==> config.mk <==
export PLATFORM = sky130hd
export DESIGN_NAME = reaction_timer_ctrl_flat
export DESIGN_NICKNAME = d
export VERILOG_FILES = /design/src/rtl/reaction_timer_ctrl_pkg.sv /design/src/rtl/reaction_timer_ctrl_if.sv /design/src/rtl/key_sync_edge.sv /design/src/rtl/reaction_timer_ctrl.sv /design/src/flat_wrapper.sv
export SDC_FILE = /design/constraint.sdc
export NUM_CORES = 1
export LEC_CHECK = 0
export BUFFER_PORTS_ARGS = -buffer_cell sky130_fd_sc_hd__buf_2
export CORE_MARGIN = 5
export CORE_UTILIZATION = 30
export DETAILED_ROUTE_END_ITERATION = 8
export PLACE_DENSITY_LB_ADDON = 0.08
export SYNTH_ARGS = -nofsm -noshare
export SYNTH_HDL_FRONTEND = slang
export SYNTH_SLANG_ARGS = --single-unit
export TNS_END_PERCENT = 20
==> constraint.sdc <==
create_clock -name clk -period 2.6 [get_ports clk]
set_input_delay 0.13 -clock clk [delete_from_list [all_inputs] [get_ports clk]]
set_output_delay 0.13 -clock clk [all_outputs]
set_load 0.01 [all_outputs]
==> src/rtl/reaction_timer_ctrl_pkg.sv <==
// Shared types and constants for the reaction-timer game controller.
// Pure declarations: no latency.
// No flow control.
package reaction_pkg;

    typedef enum logic [3:0] {
        ST_IDLE   = 4'd0,
        ST_WAIT   = 4'd1,
        ST_GO     = 4'd2,
        ST_RESULT = 4'd3,
        ST_FALSE  = 4'd4,
        ST_TOUT   = 4'd5
    } state_e;

    localparam logic [15:0] LFSR_SEED = 16'hACE1;
    localparam logic [9:0]  BEST_NONE = 10'h3FF;

endpackage

==> src/rtl/reaction_timer_ctrl_if.sv <==
// Board-side signal bundle: raw keys in, game status out to LEDR/HEX paths.
// Wires only: no latency.
// No flow control; keys are level inputs, status is level output.
interface reaction_timer_ctrl_if;
    logic       key_start_n;
    logic       key_react_n;
    logic [3:0] state_code;
    logic       led_go;
    logic [9:0] result_ms;
    logic [9:0] best_ms;
    logic       result_valid;
    logic       false_start;
    logic       timeout;

    modport master (
        output key_start_n, key_react_n,
        input  state_code, led_go, result_ms, best_ms,
               result_valid, false_start, timeout
    );

    modport slave (
        input  key_start_n, key_react_n,
        output state_code, led_go, result_ms, best_ms,
               result_valid, false_start, timeout
    );
endinterface

==> src/rtl/key_sync_edge.sv <==
// Synchronises an async active-low key and emits a 1-cycle pulse on its press.
// Latency: pulse is high in the 3rd cycle after the pin falls.
// No backpressure; a press while the pulse is pending is simply merged.
module key_sync_edge (
    input  logic clk,
    input  logic rst_n,
    input  logic key_n,
    output logic pulse
);
    logic meta;
    logic sync;
    logic sync_d;

    // Keys idle high, so the chain resets to 1 and no pulse fires out of reset.
    always_ff @(posedge clk or negedge rst_n) begin
        if (!rst_n) begin
            meta   <= 1'b1;
            sync   <= 1'b1;
            sync_d <= 1'b1;
            pulse  <= 1'b0;
        end else begin
            meta   <= key_n;
            sync   <= meta;
            sync_d <= sync;
            pulse  <= sync_d & ~sync;
        end
    end
endmodule

==> src/rtl/reaction_timer_ctrl.sv <==
// Reaction-timer game FSM with 1 ms timebase, random-delay LFSR and best score.
// Latency: state/status update 4 clk after a key pin falls; ticks every TICK_DIV clk.
// No backpressure; presses that are not meaningful in the current state are dropped.
module reaction_timer_ctrl
    import reaction_pkg::*;
#(
    parameter int TICK_DIV    = 50000,
    parameter int MIN_WAIT_MS = 1000,
    parameter int RAND_BITS   = 11,
    parameter int MAX_MS      = 999
) (
    input  logic                 clk,
    input  logic                 rst_n,
    reaction_timer_ctrl_if.slave io
);
    localparam int PW = (TICK_DIV > 1) ? $clog2(TICK_DIV) : 1;

    localparam logic [3:0] S_IDLE   = ST_IDLE;
    localparam logic [3:0] S_WAIT   = ST_WAIT;
    localparam logic [3:0] S_GO     = ST_GO;
    localparam logic [3:0] S_RESULT = ST_RESULT;
    localparam logic [3:0] S_FALSE  = ST_FALSE;
    localparam logic [3:0] S_TOUT   = ST_TOUT;

    if (MIN_WAIT_MS + (1 << RAND_BITS) - 1 >= 4096) begin : g_wait_range
        $error("reaction_timer_ctrl: maximum wait does not fit 12 bits");
    end

    logic start_p, react_p;

    key_sync_edge u_start (.clk(clk), .rst_n(rst_n), .key_n(io.key_start_n), .pulse(start_p));
    key_sync_edge u_react (.clk(clk), .rst_n(rst_n), .key_n(io.key_react_n), .pulse(react_p));

    logic [15:0]   lfsr_q;
    logic [PW-1:0] presc_q;
    logic          tick;
    logic [3:0]    state_q, state_d;
    logic [11:0]   wait_q, wait_d;
    logic [9:0]    elapsed_q, elapsed_d;
    logic [9:0]    result_q, result_d;
    logic [9:0]    best_q;
    logic          res_entry_q;
    logic          led_go_q, result_valid_q, false_start_q, timeout_q;

    assign tick = (presc_q == PW'(TICK_DIV - 1));

    always_comb begin
        state_d   = state_q;
        wait_d    = wait_q;
        elapsed_d = elapsed_q;
        result_d  = result_q;
        case (state_q)
            S_IDLE, S_RESULT, S_FALSE, S_TOUT: begin
                if (start_p) begin
                    state_d = S_WAIT;
                    wait_d  = 12'(MIN_WAIT_MS) + 12'(lfsr_q[RAND_BITS-1:0]);
                end
            end
            S_WAIT: begin
                if (react_p) begin
                    state_d = S_FALSE;
                end else if (tick) begin
                    if (wait_q <= 12'd1) begin
                        state_d   = S_GO;
                        elapsed_d = '0;
                    end else begin
                        wait_d = wait_q - 12'd1;
                    end
                end
            end
            S_GO: begin
                // A react coincident with a tick scores the pre-increment value.
                if (react_p) begin
                    state_d  = S_RESULT;
                    result_d = elapsed_q;
                end else if (tick) begin
                    if (elapsed_q >= 10'(MAX_MS - 1)) begin
                        state_d   = S_TOUT;
                        elapsed_d = 10'(MAX_MS);
                        result_d  = 10'(MAX_MS);
                    end else begin
                        elapsed_d = elapsed_q + 10'd1;
                    end
                end
            end
            default: state_d = S_IDLE;
        endcase
    end

    always_ff @(posedge clk or negedge rst_n) begin
        if (!rst_n) begin
            lfsr_q         <= LFSR_SEED;
            presc_q        <= '0;
            state_q        <= S_IDLE;
            wait_q         <= '0;
            elapsed_q      <= '0;
            result_q       <= '0;
            best_q         <= BEST_NONE;
            res_entry_q    <= 1'b0;
            led_go_q       <= 1'b0;
            result_valid_q <= 1'b0;
            false_start_q  <= 1'b0;
            timeout_q      <= 1'b0;
        end else begin
            lfsr_q <= {lfsr_q[14:0], lfsr_q[15] ^ lfsr_q[13] ^ lfsr_q[12] ^ lfsr_q[10]};
            // Restarting the prescaler on entry makes the first tick land TICK_DIV clk later.
            if (state_d != state_q || tick) presc_q <= '0;
            else                            presc_q <= presc_q + PW'(1);
            state_q        <= state_d;
            wait_q         <= wait_d;
            elapsed_q      <= elapsed_d;
            result_q       <= result_d;
            res_entry_q    <= (state_d == S_RESULT) && (state_q != S_RESULT);
            if (res_entry_q && (result_q < best_q)) best_q <= result_q;
            led_go_q       <= (state_d == S_GO);
            result_valid_q <= (state_d == S_RESULT);
            false_start_q  <= (state_d == S_FALSE);
            timeout_q      <= (state_d == S_TOUT);
        end
    end

    assign io.state_code   = state_q;
    assign io.led_go       = led_go_q;
    assign io.result_ms    = result_q;
    assign io.best_ms      = best_q;
    assign io.result_valid = result_valid_q;
    assign io.false_start  = false_start_q;
    assign io.timeout      = timeout_q;
endmodule

==> src/flat_wrapper.sv <==
// flat-port wrapper written by rule: the top's interface ports become plain ports
module reaction_timer_ctrl_flat import reaction_pkg::*;
#(
    parameter int TICK_DIV    = 50000,
    parameter int MIN_WAIT_MS = 1000,
    parameter int RAND_BITS   = 11,
    parameter int MAX_MS      = 999
)
  (clk, rst_n, io_key_start_n, io_key_react_n, io_state_code, io_led_go, io_result_ms, io_best_ms, io_result_valid, io_false_start, io_timeout);
  reaction_timer_ctrl_if io_i ();
  input  logic clk;
  input  logic rst_n;
  input wire logic [$bits(io_i.key_start_n)-1:0] io_key_start_n;
  input wire logic [$bits(io_i.key_react_n)-1:0] io_key_react_n;
  output wire logic [$bits(io_i.state_code)-1:0] io_state_code;
  output wire logic [$bits(io_i.led_go)-1:0] io_led_go;
  output wire logic [$bits(io_i.result_ms)-1:0] io_result_ms;
  output wire logic [$bits(io_i.best_ms)-1:0] io_best_ms;
  output wire logic [$bits(io_i.result_valid)-1:0] io_result_valid;
  output wire logic [$bits(io_i.false_start)-1:0] io_false_start;
  output wire logic [$bits(io_i.timeout)-1:0] io_timeout;
  assign io_i.key_start_n = io_key_start_n;
  assign io_i.key_react_n = io_key_react_n;
  assign io_state_code = io_i.state_code;
  assign io_led_go = io_i.led_go;
  assign io_result_ms = io_i.result_ms;
  assign io_best_ms = io_i.best_ms;
  assign io_result_valid = io_i.result_valid;
  assign io_false_start = io_i.false_start;
  assign io_timeout = io_i.timeout;
  reaction_timer_ctrl #(.TICK_DIV(TICK_DIV), .MIN_WAIT_MS(MIN_WAIT_MS), .RAND_BITS(RAND_BITS), .MAX_MS(MAX_MS)) u_core (.clk(clk), .rst_n(rst_n), .io(io_i));
endmodule
==> results of run 1 <==
-- power groups by stage --
stage          sequential [W]  clock (W)  combinational [W]
6_report              0.00151    0.00148           0.000188
5_1_grt               0.00151    0.00157           0.000217
4_1_cts               0.00151    0.00153           0.000191
3_5_place_dp          0.00153          0           0.000179
3_3_place_gp          0.00153          0           0.000176
2_1_floorplan         0.00151          0           0.000132
-- registers in the layout, indices dropped and copies added (netlist names) --
register                cells
u_core.io.result_valid      1
u_core.io.false_start       1
u_core.u_react.sync         1
u_core.u_react.sync_d       1
u_core.elapsed_q           10
u_core.u_start.meta         1
u_core.u_start.pulse        1
u_core.u_start.sync         1
u_core.io.state_code        4
u_core.u_react.pulse        1
u_core.io.result_ms        10
u_core.lfsr_q              16
u_core.io.timeout           1
u_core.u_start.sync_d       1
u_core.res_entry_q          1
u_core.io.best_ms          10
u_core.wait_q              12
u_core.io.led_go            1
u_core.presc_q             16
u_core.u_react.meta         1
-- what timing repair did --
action,4_1_cts,5_1_grt
hold buffers,3,0
resized for setup,1,9
endpoints found under the hold margin,6,0
setup buffers,1,3
endpoints found under the setup margin,23,17
-- worst max-delay path by stage --
| stage | from | end | slack (ns) | cells after the start |
|---|---|---|---|---|
| global placement | u_core.presc_q[7] | u_core.presc_q[4] | -0.07 | 7 |
| global route | u_core.presc_q[7] | u_core.presc_q[5] | 0.02 | 8 |
| finish | u_core.presc_q[7] | u_core.presc_q[5] | 0.1 | 8 |
| detailed placement | u_core.presc_q[7] | u_core.presc_q[5] | -0.11 | 7 |
| CTS | u_core.presc_q[7] | u_core.elapsed_q[8] | 0.02 | 8 |
| floorplan | u_core.presc_q[7] | u_core.presc_q[10] | 0.13 | 8 |
-- cell type report --
| class | instances | area (sq um) | area share (%) |
|---|---|---|---|
| multi-input cells | 299 | 2020 | 37.4 |
| clock inverters | 5 | 103 | 1.90 |
| repair buffers | 62 | 427 | 7.89 |
| flip-flops and latches | 91 | 2310 | 42.7 |
| clock buffers | 11 | 233 | 4.30 |
| inverters | 23 | 86.3 | 1.60 |
| well taps | 184 | 230 | 4.26 |
-- placed cells by master (no fill, tap or decap), drive strengths merged, types with 11 or more instances in the layout --
master,n
mux2,11
dfrtp,67
buf,59
inv,23
o21ai,29
xnor2,13
clkbuf,11
a21oi,22
nor3,31
ha,15
nand2,24
nor2,47
dfstp,24
-- worst register-to-register path, delay by kind of cell (launching register included) --
kind / cells / cell delay, ns
AND/OR/NAND/NOR: 3 / 1.25
flip-flops: 1 / 0.38
buffers and inverters: 2 / 0.33
AO/OA/AOI/OAI: 2 / 0.25
multiplexers: 1 / 0.21
-- logic make-up (layout without fill, tap and decap cells) --
logic type                 count (synthesis)  in the layout  synth area share [%]
and+or+nand+nor                          162            162                  19.6
DFF                                       91             91                  51.4
AOI/OAI and AO/OA                         86             86                  12.5
buffers and inverters                     38            101                  4.54
muxes                                     13             13                  3.48
xor gates and xnor gates                  22             22                  4.29
other                                      1              1                0.0835
adders and majority gates                 15             15                  4.18
-- per-stage QoR --
stage | total power [W] | area (sq um) | setup WS, ns | hold WS [ns] | setup TNS (ns)
finish | 0.00317 | 5410 | 0.0998 | 0.352 | 0
global route | 0.00331 | 5410 | 0.0206 | 0.358 | 0
CTS | 0.00323 | 5350 | 0.0228 | 0.356 | 0
detailed placement | 0.00171 | 4950 | -0.108 | 0.237 | -1.38
global placement | 0.00171 | 4950 | -0.0734 | 0.235 | -0.876
floorplan | 0.00164 | 4490 | 0.133 | -0.166 | 0
-- cells in the mapped netlist, drive strengths merged, types with 9 or more instances --
master  instances
a21oi          22
dfrtp          67
dfstp          24
ha             15
inv            23
mux2           11
nand2          24
nand4           9
nor2           47
nor3           31
nor4            9
o21ai          29
xnor2          13
xor2            9
-- routing by layer --
metal,GRT usage (%),vias up,share of wire (%)
met5,0,-,0
met4,5.03,0,1.9
met3,3.40,14,5.2
met2,16.8,68,44
met1,16.8,1564,49
li1,-,1641,-
==> key figures, run 1 <==
Power
  – Switch share: ~22%
  – VDD IR-drop max: between 200 and 300 uV
  – Clock power share: 46.6%
  – Pwr/cell area: 587 mW/mm^2
  – NetSw: 0.000705 W
  – Sequential share of power: 47.5%
  – P_leak: ~2.4 nW
  – Logic pwr share: under 10%
  – Internal power: around 0.0025 W

Status
  – Status: finished, final reports clean

Critical path
  – CP Capture Type: register
  – Maximum fanout along the worst path: 16
  – CP Data Required Time: 2.86 ns
  – R2r worst-path depth: 8
  – Worst Setup Start Kind: register
  – Slowest Stage Delay on Critical Path: approximately 0.54 ns
  – Buf+Inv Stages, Crit Path: 2
  – Reg-to-reg setup timing slack: approximately 0.1 ns
  – FF-to-FF End: u_core.presc_q[5]
  – Crit-path slowest cell: or4b_4
  – Worst Path Arrival: between 2 and 3 ns
  – Top delay family on crit path: simple AND/OR/NAND/NOR gates
  – Critical path cell sequence: or4b_4, or4_4, buf_6, o21ai_2, a21oi_2, mux2i_4, buf_12, nor3_1
  – Critical path class: register to register
  – RR Startpoint: u_core.presc_q[7]

Synth
  – Synth cell types: 55
  – Register area share after synthesis: approximately half
  – Ys async rst share: between 90% and 100%
  – Most used DFF post-synth: dfrtp_1
  – Flops & latches, synth: 91
  – Syn Area/Cell: approximately 10 sq um
  – Cell area after synthesis: around 0.0045 sq mm
  – Leading area contributor after synthesis: dfrtp_1
  – Cells after Synth: approximately 430
  – Area share of the largest cell type after synthesis: between 30% and 40%
  – YS warnings: 0
  – Top cells by area, synth: dfrtp_1 (37%), dfstp_2 (14%), ha_1 (4.2%), nor2_1 (3.8%), o21ai_0 (3.1%)
  – Post-synth EDFFs: 0
  – Syn nets: roughly 450

Clock tree
  – CTS H-tree depth: 3
  – CTS Buf Count: 9
  – CTS tree: done
  – Skew-Pair Late Insertion Delay: 0.34 ns
  – Clock Tree Root: clkbuf_16
  – Maximum clock insertion buffer count: 2
  – Sink Count: between 90 and 100
  – Clock-pin slew on the worst setup and hold paths: about 0.06 ns

Timing
  – Pins Over Slew Limit: 0
  – Post-layout minimum cycle time: about 2.5 ns
  – Max-slew headroom: approximately a third
  – Worst Tran Pin Value: between 0.9 and 1 ns
  – FMAX: roughly 0.40 GHz
  – Clock Skew: 0.00742 ns
  – Final hold violations: 0
  – # setup viols final: 0
  – Part of the cycle the worst path needs: 96.2%
  – RSZ-0062 raised after global routing: no

Drt
  – DRT iter0 DRCs: about 190
  – Number of iterations in the first detailed-routing pass: 4
  – Vias: approximately 3.3k
  – Mean routed wirelength per cell: about 15 um
  – Via density: 4.87
  – DR DRC count: 0
  – Routed Antenna Nets: 0
  – Final wirelength: around 10 mm

Worst hold path
  – Worst hold start: u_core.lfsr_q[14]
  – End of the worst hold path: u_core.lfsr_q[15]
  – WHS Path Cells: 0
  – Worst hold path class: register to register

Global routing
  – All-Layer GR Usage: 11.8%
  – Grt total ovfl: 0
  – Initial antenna violation count: 0
  – Largest net degree at the start of global routing: just under 80
  – First-pass GRT wire length: approximately 17 mm
  – Vias in the first global route: approximately 3.3k

Floorplan
  – I/O Pins: 32
  – Core area: roughly 0.015 sq mm
  – Overall die width: around 130 um
  – Die ar.: about 0.018 sq mm
  – Die height: 132 um
  – FP Rows: 44
  – Initial Utilization: 30.8%

Finish
  – ANT cells: 0
  – Fin nets: 505
  – Final core area utilization: 37.1%
  – Area Overhead vs Synth: 20.5%
  – Non-Filler Instances: 675
  – Number of fill cells in the layout: ~1.4k
  – Share of cells above drive strength 1: a little over a quarter

Run
  – Max-Cap Viols: 0

Place
  – Final HPWL DP: around 7.0 mm
  – PortBufs: 31
  – DP Cell Count: approximately 650
  – Placer congestion estimate: around 0.77
No activity file was read; power rests on OpenSTA's default activity.
==> run 2: changes to the inputs <==
--- a/config.mk
+++ b/config.mk
@@ -12,5 +12,6 @@
 export PLACE_DENSITY_LB_ADDON = 0.08
 export SYNTH_ARGS = -nofsm -noshare
 export SYNTH_HDL_FRONTEND = slang
+export SYNTH_HIERARCHICAL = 1
 export SYNTH_SLANG_ARGS = --single-unit
 export TNS_END_PERCENT = 20
==> key figures, run 2 <==
Synth
  – Synth cell types: 70
  – Flops & latches, synth: 91
  – Area share of the largest cell type after synthesis: approximately 37%
  – Post-synth EDFFs: 0
  – Most used DFF post-synth: dfrtp_1
  – Synth cell count leaders: dfrtp_1 (67), nor2_1 (44), inv_1 (29), dfstp_2 (24), nand2_1 (22)
  – Syn nets: 438
  – Ys async rst share: between 90% and 100%
  – YS warnings: 6
  – Cell area after synthesis: 0.00454 sq mm
  – Top cells by area, synth: dfrtp_1 (37%), dfstp_2 (14%), ha_1 (4.1%), nor2_1 (3.6%), xnor2_1 (3.3%)
  – Most common cell in the netlist: dfrtp_1
  – Cells after Synth: approximately 420
  – Leading area contributor after synthesis: dfrtp_1
  – Syn Area/Cell: ~11 sq um
  – Register area share after synthesis: between 50% and 60%

Critical path
  – CP Data Required Time: between 2 and 3 ns
  – Worst Path Arrival: about 2.5 ns
  – Worst Setup Start Kind: register
  – Critical path class: register to register
  – Maximum fanout along the worst path: 3
  – CP Capture Type: register

Floorplan
  – Die ar.: about 0.018 sq mm
  – FP Rows: 45
  – Die height: 133 um
  – Overall die width: between 100 and 150 um
  – Core area: between 0.015 and 0.02 sq mm
  – I/O Pins: 32
  – Initial Utilization: 30.2%

Finish
  – Area Overhead vs Synth: 17.2%
  – Share of cells above drive strength 1: 22.2%
  – Number of fill cells in the layout: between 1k and 1.5k
  – Fin nets: 479
  – Non-Filler Instances: about 650
  – Commonest non-fill, non-tap cell in the layout: dfrtp_1
  – ANT cells: 0
  – Most frequent cells in the layout: dfrtp_1 (67), nor2_1 (44), buf_2 (30)
  – Biggest regs: u_core/lfsr_q (16), u_core/presc_q (16), u_core/wait_q (12)

Global routing
  – Largest net degree at the start of global routing: 38
  – Initial antenna violation count: 0
  – First-pass GRT wire length: 17.8 mm
  – Grt total ovfl: 0
  – Vias in the first global route: ~3.4k
  – All-Layer GR Usage: 12.5%

Timing
  – Post-layout minimum cycle time: 2.28 ns
  – Final hold violations: 0
  – Worst Tran Pin Value: a little under 0.8 ns
  – # setup viols final: 0
  – Setup_tns: 0 ns
  – RSZ-0062 raised after global routing: no
  – Clock Skew: approximately 0.0086 ns
  – Hold_ws: 0.303 ns
  – Part of the cycle the worst path needs: between 80% and 90%
  – FMAX: about 0.44 GHz
  – Max-slew headroom: 46.6%
  – Pins Over Slew Limit: 0

Clock tree
  – Clock-pin slew on the worst setup and hold paths: roughly 0.07 ns
  – Skew-Pair Late Insertion Delay: between 0.3 and 0.4 ns
  – CTS tree: done
  – Maximum clock insertion buffer count: 2
  – Post_cts resized: 0
  – Sink Count: between 90 and 100
  – CTS H-tree depth: 3
  – CTS Buf Count: 9
  – Clock Tree Root: clkbuf_16

Place
  – Placer congestion estimate: 0.792
  – Final HPWL DP: around 7.5 mm
  – PortBufs: 31
  – DP Cell Count: ~630

Power
  – P_leak: between 2 and 2.5 nW
  – Power, Total: 0.00322 W
  – Pwr/cell area: about 610 mW/mm^2
  – VDD IR-drop max: between 200 and 300 uV

Drt
  – Mean routed wirelength per cell: approximately 16 um
  – DRT iter0 DRCs: 95
  – DR DRC count: 0
  – Vias: between 3k and 4k
  – Number of iterations in the first detailed-routing pass: 4
  – Routed Antenna Nets: 0
  – Final wirelength: a little over 10 mm
  – Via density: 5.08

Run
  – Max-Cap Viols: 0

Status
  – Status: finished, final reports clean

Worst hold path
  – Worst hold path class: input pin to async pin
run 2: cell types whose count changed after synthesis, sizes merged, moves of 5 or more:
cell    change
o211ai      +6
o22ai       +5
a32o        +6
a21oi       -9
inv         +6
o21ai       -7
nor3       -22
run 2: per-layer routing:
layer  up-vias  wire, um  global-route usage [%]
met2        64      4520                    18.8
li1       1611         -                       -
met1      1621      5140                    17.1
met5         -         0                       0
met4         0       270                    5.89
met3        19       433                    2.70
run 2: cells by family after synthesis:
logic type / after synthesis / synth area share [%]
buffers and inverters: 43 / 4.19
muxes: 11 / 2.65
xor gates and xnor gates: 25 / 4.82
AOI/OAI and AO/OA: 100 / 17.0
other: 1 / 0.0826
and+or+nand+nor: 133 / 16.3
DFF: 91 / 50.8
adders and majority gates: 15 / 4.14
run 2: layout make-up:
cell class / count / area [sq um] / share of cell area [%]
clock buffer: 10 / 239 / 4.49
timing repair buffer: 44 / 275 / 5.18
tap: 188 / 235 / 4.42
clock inverter: 6 / 113 / 2.12
multi-input combinational: 285 / 2040 / 38.4
sequential: 91 / 2310 / 43.4
inverter: 29 / 109 / 2.05
run 2: final timing paths:
path | from | end | slack, ns | cells after the start
setup / recovery | u_core/lfsr_q[8] | u_core/wait_q[11] | 0.32 | 4
hold / removal | rst_n | u_core/presc_q[14] | 0.30 | 2
setup reg to reg | u_core/lfsr_q[8] | u_core/wait_q[11] | 0.32 | 4
hold reg to reg | u_core/lfsr_q[14] | u_core/lfsr_q[15] | 0.35 | 0
max in group asynchronous | rst_n | u_core/lfsr_q[11] | 1.58 | 3
min in group clk | u_core/lfsr_q[14] | u_core/lfsr_q[15] | 0.35 | 0
run 2: timing repair:
action                                  4_1_cts  5_1_grt
hold buffers                                  3        0
endpoints found under the setup margin        0        0
setup buffers                                 0        0
hold endpoints to repair                     32        0
run 2: through the flow:
stage          area, sq um  setup WS (ns)  utilization [%]
6_report              5320          0.316             35.4
5_1_grt               5320         0.0636             35.4
4_1_cts               5320          0.314             35.4
3_5_place_dp          4940          0.328             32.8
3_3_place_gp          4940          0.325             32.8
2_1_floorplan         4540          0.389                -
run 2: critical path: stages, from the launching register on:
cell	delay, ns
dfrtp_1	0.41
or4_1	0.58
o311ai_0	0.69
o21ai_0	0.20
a211o_1	0.29
run 2: power breakdown:
part           internal [W]  switching (W)
Sequential          0.00145      0.0000356
Combinational     0.0000682       0.000124
Clock              0.000968       0.000576
